File: src/rtl/fpga_cfg_loader.sv
// rtl/fpga_cfg_loader.sv - serial configuration loader for the 3x3 fpga fabric
//
// Purpose: shifts in one config bit per cfg_valid/cfg_ready handshake, MSB
// first, and checks a trailing even-parity bit. It then commits the payload
// onto the parallel config buses in a single cycle. The fabric is held
// disabled while a load runs and after a failed load.
//
// Ports:
//   clk, reset            clock; synchronous active-low reset
//   cfg_start             begin a load (honoured in IDLE only)
//   cfg_din, cfg_valid    serial bit and its qualifier
//   cfg_ready             loader accepts a bit this cycle
//   cfg_busy              load in progress (SHIFT/PARITY/COMMIT)
//   cfg_done, cfg_err     one-cycle result pulses
//   fabric_en             config outputs hold a valid configuration
//   iostream .. sbstream  committed configuration buses
module fpga_cfg_loader #(
   parameter int IO_W   = 20,
   parameter int CB1_W  = 300,
   parameter int CBLR_W = 120,
   parameter int MUX_W  = 9,
   parameter int LUT_W  = 144,
   parameter int SB_W   = 240
) (
   input  logic              clk,
   input  logic              reset,
   input  logic              cfg_start,
   input  logic              cfg_din,
   input  logic              cfg_valid,
   output logic              cfg_ready,
   output logic              cfg_busy,
   output logic              cfg_done,
   output logic              cfg_err,
   output logic              fabric_en,
   output logic [IO_W-1:0]   iostream,
   output logic [CB1_W-1:0]  cbstream1,
   output logic [CBLR_W-1:0] cbstreamleft_or_right,
   output logic [MUX_W-1:0]  clb_mux_sel,
   output logic [LUT_W-1:0]  bitstream,
   output logic [SB_W-1:0]   sbstream
);

   localparam int TOTAL_BITS = IO_W + CB1_W + CBLR_W + MUX_W + LUT_W + SB_W;
   localparam int CNT_W      = $clog2(TOTAL_BITS);
   localparam logic [CNT_W-1:0] LAST_IDX = CNT_W'(TOTAL_BITS - 1);

   typedef enum logic [1:0] {
      S_IDLE   = 2'd0,
      S_SHIFT  = 2'd1,
      S_PARITY = 2'd2,
      S_COMMIT = 2'd3
   } state_t;

   state_t                  state_q, state_d;
   logic [CNT_W-1:0]        cnt_q, cnt_d;
   logic                    acc_q, acc_d;
   logic                    cmp_q, cmp_d;
   logic [TOTAL_BITS-1:0]   shadow_q, shadow_d;
   logic [TOTAL_BITS-1:0]   cfg_q, cfg_d;
   logic                    fabric_en_q, fabric_en_d;
   logic                    done_q, done_d;
   logic                    err_q, err_d;
   logic                    xfer;

   assign cfg_ready = (state_q == S_SHIFT) || (state_q == S_PARITY);
   assign cfg_busy  = (state_q != S_IDLE);
   assign xfer      = cfg_valid && cfg_ready;

   always_comb begin
      state_d     = state_q;
      cnt_d       = cnt_q;
      acc_d       = acc_q;
      cmp_d       = cmp_q;
      shadow_d    = shadow_q;
      cfg_d       = cfg_q;
      fabric_en_d = fabric_en_q;
      done_d      = 1'b0;
      err_d       = 1'b0;
      case (state_q)
         S_IDLE: begin
            if (cfg_start) begin
               state_d     = S_SHIFT;
               cnt_d       = '0;
               acc_d       = 1'b0;
               fabric_en_d = 1'b0;
            end
         end
         S_SHIFT: begin
            if (xfer) begin
               shadow_d = {shadow_q[TOTAL_BITS-2:0], cfg_din};
               acc_d    = acc_q ^ cfg_din;
               cnt_d    = cnt_q + CNT_W'(1);
               if (cnt_q == LAST_IDX) begin
                  state_d = S_PARITY;
               end
            end
         end
         S_PARITY: begin
            if (xfer) begin
               cmp_d   = (cfg_din == acc_q);
               state_d = S_COMMIT;
            end
         end
         S_COMMIT: begin
            // Whole payload lands in one edge so the fabric never sees a
            // partially updated configuration.
            if (cmp_q) begin
               cfg_d       = shadow_q;
               done_d      = 1'b1;
               fabric_en_d = 1'b1;
            end else begin
               err_d = 1'b1;
            end
            state_d = S_IDLE;
         end
         default: state_d = S_IDLE;
      endcase
   end

   always_ff @(posedge clk) begin
      if (!reset) begin
         state_q     <= S_IDLE;
         cnt_q       <= '0;
         acc_q       <= 1'b0;
         cmp_q       <= 1'b0;
         shadow_q    <= '0;
         cfg_q       <= '0;
         fabric_en_q <= 1'b0;
         done_q      <= 1'b0;
         err_q       <= 1'b0;
      end else begin
         state_q     <= state_d;
         cnt_q       <= cnt_d;
         acc_q       <= acc_d;
         cmp_q       <= cmp_d;
         shadow_q    <= shadow_d;
         cfg_q       <= cfg_d;
         fabric_en_q <= fabric_en_d;
         done_q      <= done_d;
         err_q       <= err_d;
      end
   end

   assign cfg_done  = done_q;
   assign cfg_err   = err_q;
   assign fabric_en = fabric_en_q;

   // Payload is {sb, lut, mux, cblr, cb1, io}; iostream occupies the LSBs.
   assign iostream              = cfg_q[0 +: IO_W];
   assign cbstream1             = cfg_q[IO_W +: CB1_W];
   assign cbstreamleft_or_right = cfg_q[IO_W+CB1_W +: CBLR_W];
   assign clb_mux_sel           = cfg_q[IO_W+CB1_W+CBLR_W +: MUX_W];
   assign bitstream             = cfg_q[IO_W+CB1_W+CBLR_W+MUX_W +: LUT_W];
   assign sbstream              = cfg_q[IO_W+CB1_W+CBLR_W+MUX_W+LUT_W +: SB_W];

endmodule

File: config.mk
export PLATFORM = sky130hd
export DESIGN_NAME = fpga_cfg_loader
export DESIGN_NICKNAME = d
export VERILOG_FILES = /design/src/rtl/fpga_cfg_loader.sv
export SDC_FILE = /design/constraint.sdc
export NUM_CORES = 2
export LEC_CHECK = 0
export ABC_AREA = 1
export BUFFER_PORTS_ARGS = -buffer_cell sky130_fd_sc_hd__buf_2
export CAP_MARGIN = 10
export CORE_AREA = 10 10 323 325
export CTS_BUF_LIST = sky130_fd_sc_hd__clkbuf_4
export CTS_CLUSTER_DIAMETER = 120
export DETAILED_ROUTE_END_ITERATION = 6
export DIE_AREA = 0 0 333 335
export PLACE_DENSITY = 0.82
export SYNTH_ARGS = -nofsm -noshare
export SYNTH_HDL_FRONTEND = slang
export SYNTH_SLANG_ARGS = --single-unit
File: constraint.sdc
create_clock -name clk -period 5 [get_ports clk]
set_input_delay 1 -clock clk [delete_from_list [all_inputs] [get_ports clk]]
set_output_delay 1 -clock clk [all_outputs]
set_load 0.02 [all_outputs]
==> metrics <==
clk_skew=0.137 ns; slowest stage delay, CP=0.49 ns; commonest non-fill, non-tap cell in the layout=nor2_1; min cycle time layout=3.45 ns; clock root buffer=clkbuf_4; Placed Cells=8996; GRT Total Usage=27.1%; Initial Util=58.7%; fraction of layout cells with a size suffix above 1=18.0%; clk slew on worst S/H paths=0.08 ns; fin cells=9679; Tot Pwr=30.7 mW; Multi-input gate area=21400 sq um; crit-path cells=inv_1 > ha_1 > buf_2; crit path max fanout=4; HP Class=in2reg; Reg area=33700 sq um; total of max-cap violations=0; syn_nets=7376; final setup TNS=0 ns; setup bufs post-CTS=0; TritonCTS Buffers=418; worst slew pin tran=1.05 ns; library cells used by synthesis=21; Lkg Pwr=28.0 nW; Setup CP Type=reg2out; Cells after Synth=7364; dpl cell area=61800 sq um; DR vias=51600; DP Worst Slack=1.85 ns; Req. time, crit path=4.00 ns; register area share after synthesis=58.6%; Final setup viols=0; initial antenna violation count=3; core box area=97800 sq um; GPL Wtd Cong=0.885; status=completed; post-detail-place hpwl=103000 um; max-slew violations=0; CTS tree=yes; fill count=7885; DRC viols=0; Worst Setup End Kind=output pin; Finished Core Util=68.1%; die area=112000 sq um; vias in the first global route=47800; Max clock buf depth=4; vias per inst=5.33; # hold bufs at CTS=0; RSZ-0062 raised after global routing=no; cell taking the most area after synthesis=dfxtp_1; max frequency=290 MHz; final setup margin=1.55 ns; I/O pin count=843; Slew HR=29.8%; Synth area leaders=dfxtp_1 (59%), nor2_1 (22%), o21ai_0 (15%); final instance area=66700 sq um; die width=333 um; Yosys top cell area share=58.6%; final wirelength=159000 um; DR iter-0 viols=5139; first-pass GRT wire length=250000 um; synthesized area per cell=7.80 sq um; H-Tree Depth=5; # rows=115; CP arrival=2.45 ns; Layout Nets=8141; DRT Pass-1 Iters=6; largest net degree at the start of global routing=205; Syn-to-layout area delta=16.0%; antenna viol nets, final=0; final hold vios=0; Synth Warn #=0; Tcrit/Tclk final=69.1%; worst slack on hold paths=0.163 ns; latest clock arrival within the worst-skew pair=1.24 ns; CP Launch Type=register; Worst VDD drop=0.000263 V; CP max-delay cell=ha_1; Netlist Area Pre-Place=57500 sq um; IO Port Bufs=842; DR WL/cell=16.4 um; flops & latches, synth=1683; Die Height=335 um; GRT overflow=0; post-CTS sizing=0; PD cells=460 nW/um^2; CTS sink cnt=1683; commonest non-fill, non-tap cells in the layout=nor2_1 (3350), dfxtp_1 (1683), o21ai_0 (1667)
-- cell usage after synthesis --
master	instances
nor2_1	3350
dfxtp_1	1683
o21ai_0	1667
clkbuf_1	370
buf_2	170
nand2_1	36
inv_1	28
a21oi_1	11
nand3_1	10
buf_1	8
ha_1	7
nor3_1	7
buf_4	6
inv_2	2
nand2_2	2
nand4_1	2
a21oi_2	1
a32o_1	1
nand3_2	1
o21ai_1	1
xor2_1	1
-- kinds of logic after synthesis --
kind of cell | synth area share [%]
xor gates and xnor gates | 0.0152
adders and majority gates | 0.152
AOI/OAI and AO/OA | 14.7
DFF | 58.6
buffers and inverters | 4.22
and+or+nand+nor | 22.3
-- power by group --
part | total (mW) | internal [mW] | switching [mW] | leakage (nW)
clock network | 10.6 | 5.43 | 5.20 | 2.90
registers | 16.2 | 15.0 | 1.17 | 13.6
logic | 3.87 | 1.35 | 2.52 | 11.5
-- path summary, 6_finish.rpt --
| check | depth (start not counted) | start | end | slack (ns) |
|---|---|---|---|---|
| setup / recovery | 3 | state_q[1]$_SDFFE_PN0P_ | cfg_ready | 1.55 |
| hold / removal | 3 | cfg_start | fabric_en$_SDFFE_PN0P_ | 0.16 |
| setup reg to reg | 6 | state_q[1]$_SDFFE_PN0P_ | cfg_q[642]$_SDFFE_PN0P_ | 1.78 |
| hold reg to reg | 2 | shadow_q[532]$_SDFFE_PN0P_ | shadow_q[533]$_SDFFE_PN0P_ | 0.44 |
-- cell type report --
class                      count  share of cell area, %
antenna                        2                0.00751
clock buffer                 583                   6.56
timing repair buffer         899                   7.54
inverter                      30                  0.191
multi-input combinational   5097                   32.1
clock inverter                98                  0.692
sequential                  1683                   50.5
tap                         1287                   2.42
-- state kept, by name, indices dropped and copies added, names as in the netlist --
signal,cells
shadow_q,833
acc_q,1
fabric_en,1
cfg_err,1
state_q,2
cnt_q,10
cmp_q,1
cfg_q,833
cfg_done,1
-- critical path, delay by kind of cell (launching register included) --
family | cells | cell delay [ns]
flops | 1 | 0.38
fa+ha+maj | 1 | 0.49
buf+inv | 2 | 0.34
-- per-layer routing --
layer / wire (um) / share of wire (%) / vias to the layer above / track usage (%)
li1: - / - / 25300 / -
met1: 63500 / 40 / 24000 / 32.8
met2: 75600 / 48 / 1954 / 44.1
met3: 13200 / 8.3 / 330 / 7.43
met4: 6840 / 4.3 / 4 / 13.6
met5: 27 / 0.017 / - / 0
(Power assumes the default switching activity.)
